**config.mk**
```make
export PLATFORM = sky130hd
export DESIGN_NAME = quadrature_encoder_gen
export DESIGN_NICKNAME = d
export VERILOG_FILES = /design/src/rtl/quadrature_encoder_gen.sv
export SDC_FILE = /design/constraint.sdc
export NUM_CORES = 1
export LEC_CHECK = 0
export CAP_MARGIN = 20
export CORE_MARGIN = 4
export CORE_UTILIZATION = 50
export DETAILED_ROUTE_END_ITERATION = 16
export PLACE_DENSITY = 0.82
export SKIP_LAST_GASP = 1
export SLEW_MARGIN = 15
export SYNTH_ARGS = -nofsm -noshare
export SYNTH_HDL_FRONTEND = slang
export SYNTH_SLANG_ARGS = --single-unit
```
**constraint.sdc**
```tcl
create_clock -name clk -period 2 [get_ports clk]
set_clock_uncertainty 0.15 [all_clocks]
set_input_delay 0.2 -clock clk [delete_from_list [all_inputs] [get_ports clk]]
set_output_delay 0.2 -clock clk [all_outputs]
set_load 0.02 [all_outputs]
```
**src/rtl/quadrature_encoder_gen.sv**
```systemverilog
// quadrature_encoder_gen: emulates a mechanical rotary encoder by turning
// step requests into a Gray-coded A/B quadrature waveform. It also keeps a
// wrapping count of the steps issued since reset.
// Each accepted step moves exactly one channel, then holds the new phase for
// DWELL clocks before the next request is accepted.
// Optional feature macro: QUAD_BOUNCE_EN. When it is defined, the channel that
// changed also chatters 2*BOUNCE_PULSES times, BOUNCE_LEN clocks apart, and
// settles on the new phase. This emulates contact bounce.
`timescale 1ns/1ps
module quadrature_encoder_gen #(
  parameter int DWELL         = 2048,
  parameter int COUNT_W       = 8,
  parameter int BOUNCE_PULSES = 3,
  parameter int BOUNCE_LEN    = 16
) (
  input  logic               clk,
  input  logic               rst,
  input  logic               step_valid,
  input  logic               step_dir,
  output logic               step_ready,
  output logic               a,
  output logic               b,
  output logic [COUNT_W-1:0] position,
  output logic               busy
);

  localparam int DCNT_W = $clog2(DWELL);

  typedef enum logic {ST_IDLE, ST_DWELL} state_t;

  state_t             state_q, state_d;
  logic [DCNT_W-1:0]  cnt_q, cnt_d;
  logic [1:0]         ab_q, ab_d;
  logic [COUNT_W-1:0] pos_q, pos_d;

  // Reject parameter sets that cannot produce a well-formed waveform
  generate
    if (DWELL < 2) begin : g_dwell_chk
      $error("quadrature_encoder_gen: DWELL must be at least 2");
    end
`ifdef QUAD_BOUNCE_EN
    if (2 * BOUNCE_PULSES * BOUNCE_LEN >= DWELL) begin : g_bounce_chk
      $error("quadrature_encoder_gen: bounce train must finish inside the dwell");
    end
`else
    if (BOUNCE_PULSES < 0 || BOUNCE_LEN < 1) begin : g_bounce_chk
      $error("quadrature_encoder_gen: bounce parameters out of range");
    end
`endif
  endgenerate

`ifdef QUAD_BOUNCE_EN
  localparam int BL_W   = (BOUNCE_LEN > 1) ? $clog2(BOUNCE_LEN) : 1;
  localparam int LEFT_W = $clog2(2 * BOUNCE_PULSES + 1);

  logic [BL_W-1:0]   bTmr_q, bTmr_d;
  logic [LEFT_W-1:0] bLeft_q, bLeft_d;
  logic [1:0]        bMask_q, bMask_d;
`endif

  // State, phase, position and dwell timer registers; reset forces phase 00 at once
  always_ff @(posedge clk or posedge rst) begin
    if (rst) begin
      state_q <= ST_IDLE;
      cnt_q   <= '0;
      ab_q    <= 2'b00;
      pos_q   <= '0;
`ifdef QUAD_BOUNCE_EN
      bTmr_q  <= '0;
      bLeft_q <= '0;
      bMask_q <= 2'b00;
`endif
    end else begin
      state_q <= state_d;
      cnt_q   <= cnt_d;
      ab_q    <= ab_d;
      pos_q   <= pos_d;
`ifdef QUAD_BOUNCE_EN
      bTmr_q  <= bTmr_d;
      bLeft_q <= bLeft_d;
      bMask_q <= bMask_d;
`endif
    end
  end

  // Next state: accept a step in IDLE, advance the Gray phase, then time the dwell
  always_comb begin
    state_d = state_q;
    cnt_d   = cnt_q;
    ab_d    = ab_q;
    pos_d   = pos_q;
`ifdef QUAD_BOUNCE_EN
    bTmr_d  = bTmr_q;
    bLeft_d = bLeft_q;
    bMask_d = bMask_q;
`endif
    case (state_q)
      ST_IDLE: begin
        if (step_valid) begin
          ab_d    = step_dir ? {~ab_q[0], ab_q[1]} : {ab_q[0], ~ab_q[1]};
          pos_d   = step_dir ? pos_q + COUNT_W'(1) : pos_q - COUNT_W'(1);
          state_d = ST_DWELL;
          cnt_d   = '0;
`ifdef QUAD_BOUNCE_EN
          bMask_d = ab_d ^ ab_q;
          bTmr_d  = '0;
          bLeft_d = LEFT_W'(2 * BOUNCE_PULSES);
`endif
        end
      end
      ST_DWELL: begin
        if (cnt_q == DCNT_W'(DWELL - 1)) begin
          state_d = ST_IDLE;
        end else begin
          cnt_d = cnt_q + DCNT_W'(1);
        end
`ifdef QUAD_BOUNCE_EN
        if (bLeft_q != '0) begin
          if (bTmr_q == BL_W'(BOUNCE_LEN - 1)) begin
            ab_d    = ab_q ^ bMask_q;
            bTmr_d  = '0;
            bLeft_d = bLeft_q - LEFT_W'(1);
          end else begin
            bTmr_d = bTmr_q + BL_W'(1);
          end
        end
`endif
      end
      default: state_d = ST_IDLE;
    endcase
  end

  assign step_ready = (state_q == ST_IDLE);
  assign busy       = ~step_ready;
  assign a          = ab_q[1];
  assign b          = ab_q[0];
  assign position   = pos_q;

endmodule

```
Word level (Yosys, flattened, before mapping) --
Cells that the tools add are included. W data, S select, Z words.
Word-level totals: output and inout port bits 12, flip-flop bits (word level) 22
Operators by class: muxes and demuxes 8, reduce and logical (&&, ||, !) cells 2, bitwise logic cells 3, add/sub/neg operators 3, equality and inequality tests 3
Operator list (count):
- $mux W11 | 2
- $pmux W11 S2 | 1
- $add A11 B1 Y11 const B | 1
- $eq A11 B11 Y1 const B | 1
- $add A8 B1 Y8 const B | 1
- $mux W8 | 1
- $sub A8 B1 Y8 const B | 1
- $ne A2 B2 Y1 const B | 2
- $reduce_and A2 Y1 | 2
- $not A1 Y1 | 3
- $mux W1 | 2
- $mux W2 | 1
- $pmux W1 S2 | 1

Longest topological paths before layout --
depth in word-level cells 3, gate-level depth with buffers 7

Worst setup path after synthesis --
OpenSTA, ideal clock, no wires.
path kind reg2reg, from register pos_q[6] (netlist: position[6]), to register pos_q[7] (netlist: position[7]), buffers on the path 1, cell stages (with the launch flop) 7, library setup time 0.087 ns, path slack 0.036 ns, arrival time 1.727 ns, period minus slack after synthesis 1.964 ns, path through dfrtp_1 > ha_1 > clkbuf_1 > a21oi_1 > o21ai_0 > or4b_1 > o211ai_1
Between the ends: cells in the longest elaborated chain, start to end 2
Ends and longest elaborated chain:
- start, declared | line 34 | logic [COUNT_W-1:0] pos_q, pos_d;
- start signal, assigned | line 77 | pos_q <= pos_d;
- $sub A8 B1 Y8 or $add A8 B1 Y8 (tied branches) | line 101 | pos_d = step_dir ? pos_q + COUNT_W'(1) : pos_q - COUNT_W'(1);
- $mux W8 (*) | line 101
Mark *: on every way between the ends. The rest lies on a longest branch, timed or not. A chain may end at the register's enable or synchronous reset.

Final worst setup path --
from register pos_q[1] (netlist: position[1]), to register pos_q[7] (netlist: position[7])
The elaborated chain is that of the path after synthesis.

==> results.md <==
| Metric | Value |
|---|---|
| Part of the total power dissipated in sequential elements | 30.8% |
| Post-synth top area cell | sky130_fd_sc_hd__dfrtp_1 |
| Run status | finished, violations left |
| DRC | 0 |
| Hold buffers post-CTS | 0 |
| Count of final setup violators | 1 |
| Routed len/inst | 16.9 microns |
| Final Hold Fails | 0 |
| Number of sinks on the clock net | 22 |
| Total I/O pin count | 16 |
| Antenna diode count | 0 |
| Total grt overflow | 0 |
| Clock Tree Buf Depth | 2 |
| Via Count | 1308 |
| Placeable core area | 0.00257 sq mm |
| Yosys warns | 0 |
| Post-synth net total | 158 |
| DR vias/cell | 6.06 |
| Post-route insts no fill | 216 |
| Area added between synthesis and finish | 35.5% |
| Dominant cells by area after synthesis | sky130_fd_sc_hd__dfrtp_1, sky130_fd_sc_hd__ha_1, sky130_fd_sc_hd__nand2_1, sky130_fd_sc_hd__nand3_1, sky130_fd_sc_hd__o21ai_0 |
| Required arrival time at the worst endpoint | 2.08 ns |
| Comb pwr share | 56.4% |
| Initial DRT Pass Iterations | 4 |
| Category of cells accounting for the largest share of critical-path delay | simple AND/OR/NAND/NOR gates |
| Detailed-placement wirelength estimate | 2410 microns |
| CTS buffer count | 3 |
| Layout cell share with drive strength beyond 1 | 28.5% |
| Worst setup EP type | flop |
| Slew Limit Headroom | 80.0% |
| Number of DRC markers after the initial detailed-route iteration | 109 |
| Failing checks | negative setup slack |
| LEAKAGE | 0.000868 uW |
| Clock H-tree levels | 1 |
| Hold crit path type | in2async |
| Effective utilization at floorplan | 53.8% |
| Synth Cell Area | 0.00138 sq mm |
| Cell-internal power | 1600 uW |
| Placed Cells incl. Taps | 210 |
| Clock transition at the registers of the reported paths | 0.13 ns |
| Peak supply drop | 0.968 mV |
| Buffers on Ports | 15 |
| Number of standard cells after synthesis | 146 |
| NetSw | 1070 uW |
| Number of gates on the worst path with buffers counted | 5 |
| CP max-delay cell | sky130_fd_sc_hd__or4b_1 |
| Combined buffer and inverter count along the critical path | 0 |
| Antenna violations before repair | 0 |
| Post-synthesis cell type count | 46 |
| Worst reg2reg path depth | 5 |
| Switching fraction of total power | 40.0% |
| Die X-Extent | 60.6 microns |
| Shortest period the worst path allows | 2.01 ns |
| Top-area cell type share of the netlist area | 39.8% |
| Portion of the post-synthesis area used by sequential elements | 39.8% |
| Placer Congestion | 0.853 |
| Nets@finish | 199 |
| Category of the worst setup path launch point | flop |
| Cell breakdown of the critical path | ha_4 -> a211oi_4 -> nor3_2 -> or4b_1 -> o211ai_1 |
| Commonest cells after routing, fill and taps aside | sky130_fd_sc_hd__buf_4, sky130_fd_sc_hd__dfrtp_1, sky130_fd_sc_hd__nand2_1, sky130_fd_sc_hd__clkdlybuf4s50_1, sky130_fd_sc_hd__nand3_1 |
| Worst Setup Path Type | reg2reg |
| Clock Power Share | 12.9% |
| Avg Cell Area, Syn | 9.47 sq um |
| Slew Viols, Final | 0 |
| Die extent in y | 60.6 microns |
| Number of global-route vias before repair | 1265 |
| Slew of the pin with the lowest slew margin | 0.293 ns |
| WP data arrival | 2.09 ns |
| Share of the cycle needed by the critical path after routing | 101% |
| Total power | 2670 uW |
| Most common cell after layout, fill and taps aside | sky130_fd_sc_hd__buf_4 |
| Fmax | 497 MHz |
| Post-synthesis register bit count | 22 |
| Largest net degree at the start of global routing | 23 |
| Global-route wire length before repair | 5850 microns |
| Final Worst Setup Slack | -0.0104 ns |
| Final WL | 3660 microns |
| Later-pin clock latency in the skew report | 0.31 ns |
| Pre-CTS worst setup slack | -0.420 ns |
| Pwr dens | 1420 mW/mm^2 |
| Maximum fanout along the worst path | 3 |
| Total Die Area | 0.00367 sq mm |
| Antenna violation net count after detailed routing | 0 |
| Site Rows | 18 |
| Highest cell delay on the worst timing path | 0.55 ns |
| Post-route core utilization | 73.0% |
| TritonCTS clock tree | done |
| Overall Global Routing Usage | 21.4% |
| Number of maximum-capacitance constraint violations | 0 |
| Root Buffer Master | sky130_fd_sc_hd__clkbuf_4 |
Yosys cell counts, drive strengths merged:
library cell   n
a2111oi        1
and4           1
or4b           1
nand2b         1
a311oi         1
a211oi         3
clkbuf         3
o21bai         1
o211ai         1
fa             1
nand3          9
nand3b         1
a21o           3
o2111ai        1
or4            1
nand2         16
inv            6
or3            1
o21ba          1
and3           7
o21ai          9
nor2           4
ha             7
a21oi          6
xor2           3
and2           1
o31ai          3
a31oi          3
o31a           2
nor2b          1
a211o          3
a32o           2
buf            4
nor3           7
nand4          4
mux2i          2
dfrtp         22
xnor2          3
cells by family (layout without fill, tap and decap cells):
logic type / count (synthesis) / after routing / share of synthesized area, %
simple gates: 55 / 55 / 21.7
compound gates: 40 / 40 / 21.1
flops: 22 / 22 / 39.8
buf+inv: 13 / 53 / 4.34
fa+ha+maj: 8 / 8 / 7.78
xor+xnor: 6 / 6 / 3.80
mux: 2 / 2 / 1.45
worst reg2reg max path: cells and delay by family (launching register included):
kind,cells,cell delay (ns)
adder cells (fa/ha/maj),1,0.24
AND/OR/NAND/NOR,2,0.65
AO/OA/AOI/OAI,2,0.45
flip-flops,1,0.45
final cells by class:
class / count / area (sq um)
multi-input cells: 111 / 842
fillers: 178 / 694
flip-flops and latches: 22 / 553
repair buffers: 43 / 363
well taps: 30 / 37.5
clock inverters: 1 / 30.0
inverters: 6 / 25.0
clock buffers: 3 / 22.5
stage by stage:
| stage | setup TNS (ns) | hold WS, ns | cell area (sq um) |
|---|---|---|---|
| 4_1_cts | 0 | 0.0634 | 1810 |
| 2_1_floorplan | 0 | 0.0392 | 1380 |
| 3_5_place_dp | -1.51 | 0.354 | 1730 |
| 3_3_place_gp | -1.27 | 0.323 | 1730 |
| 6_report | -0.0104 | 0.0576 | 1870 |
| 5_1_grt | -0.0595 | 0.0693 | 1870 |
repair_timing:
item,in CTS,in global routing
setup buffers,0,2
pin swaps,2,1
cloned,0,0
gates resized for setup,6,10
endpoints found under the setup margin,1,4
power by group through the flow:
stage                     registers (uW)  logic (uW)  clock network, uW
after floorplan                      881         626                  0
after global placement               799        1250                  0
after detailed placement             811        1290                  0
after CTS                            809        1350                353
after global routing                 849        1640                373
final                                822        1500                343
path summary, 6_finish.rpt:
path	from	end	slack [ns]
max	position[1]	position[7]	-0.01
max in group asynchronous	rst	position[4]	1.40
max reg2reg	position[1]	position[7]	-0.01
min	rst	ab_q[1]	0.06
min in group clk	step_dir	ab_q[1]	0.29
min reg2reg	cnt_q[6]	cnt_q[6]	0.37
flip-flops by register name, summed over array words and instances (netlist names):
register,flops
cnt_q,11
position,8
ab_q,2
busy,1
layer usage:
metal / global-route usage [%] / wire length, microns / vias up
li1: - / - / 624
met4: 9.60 / 36 / 0
met3: 3.19 / 149 / 4
met2: 37.4 / 1940 / 39
met5: 0 / 0 / -
met1: 25.9 / 1540 / 641
Note: power is estimated with default switching activity, not from simulation.
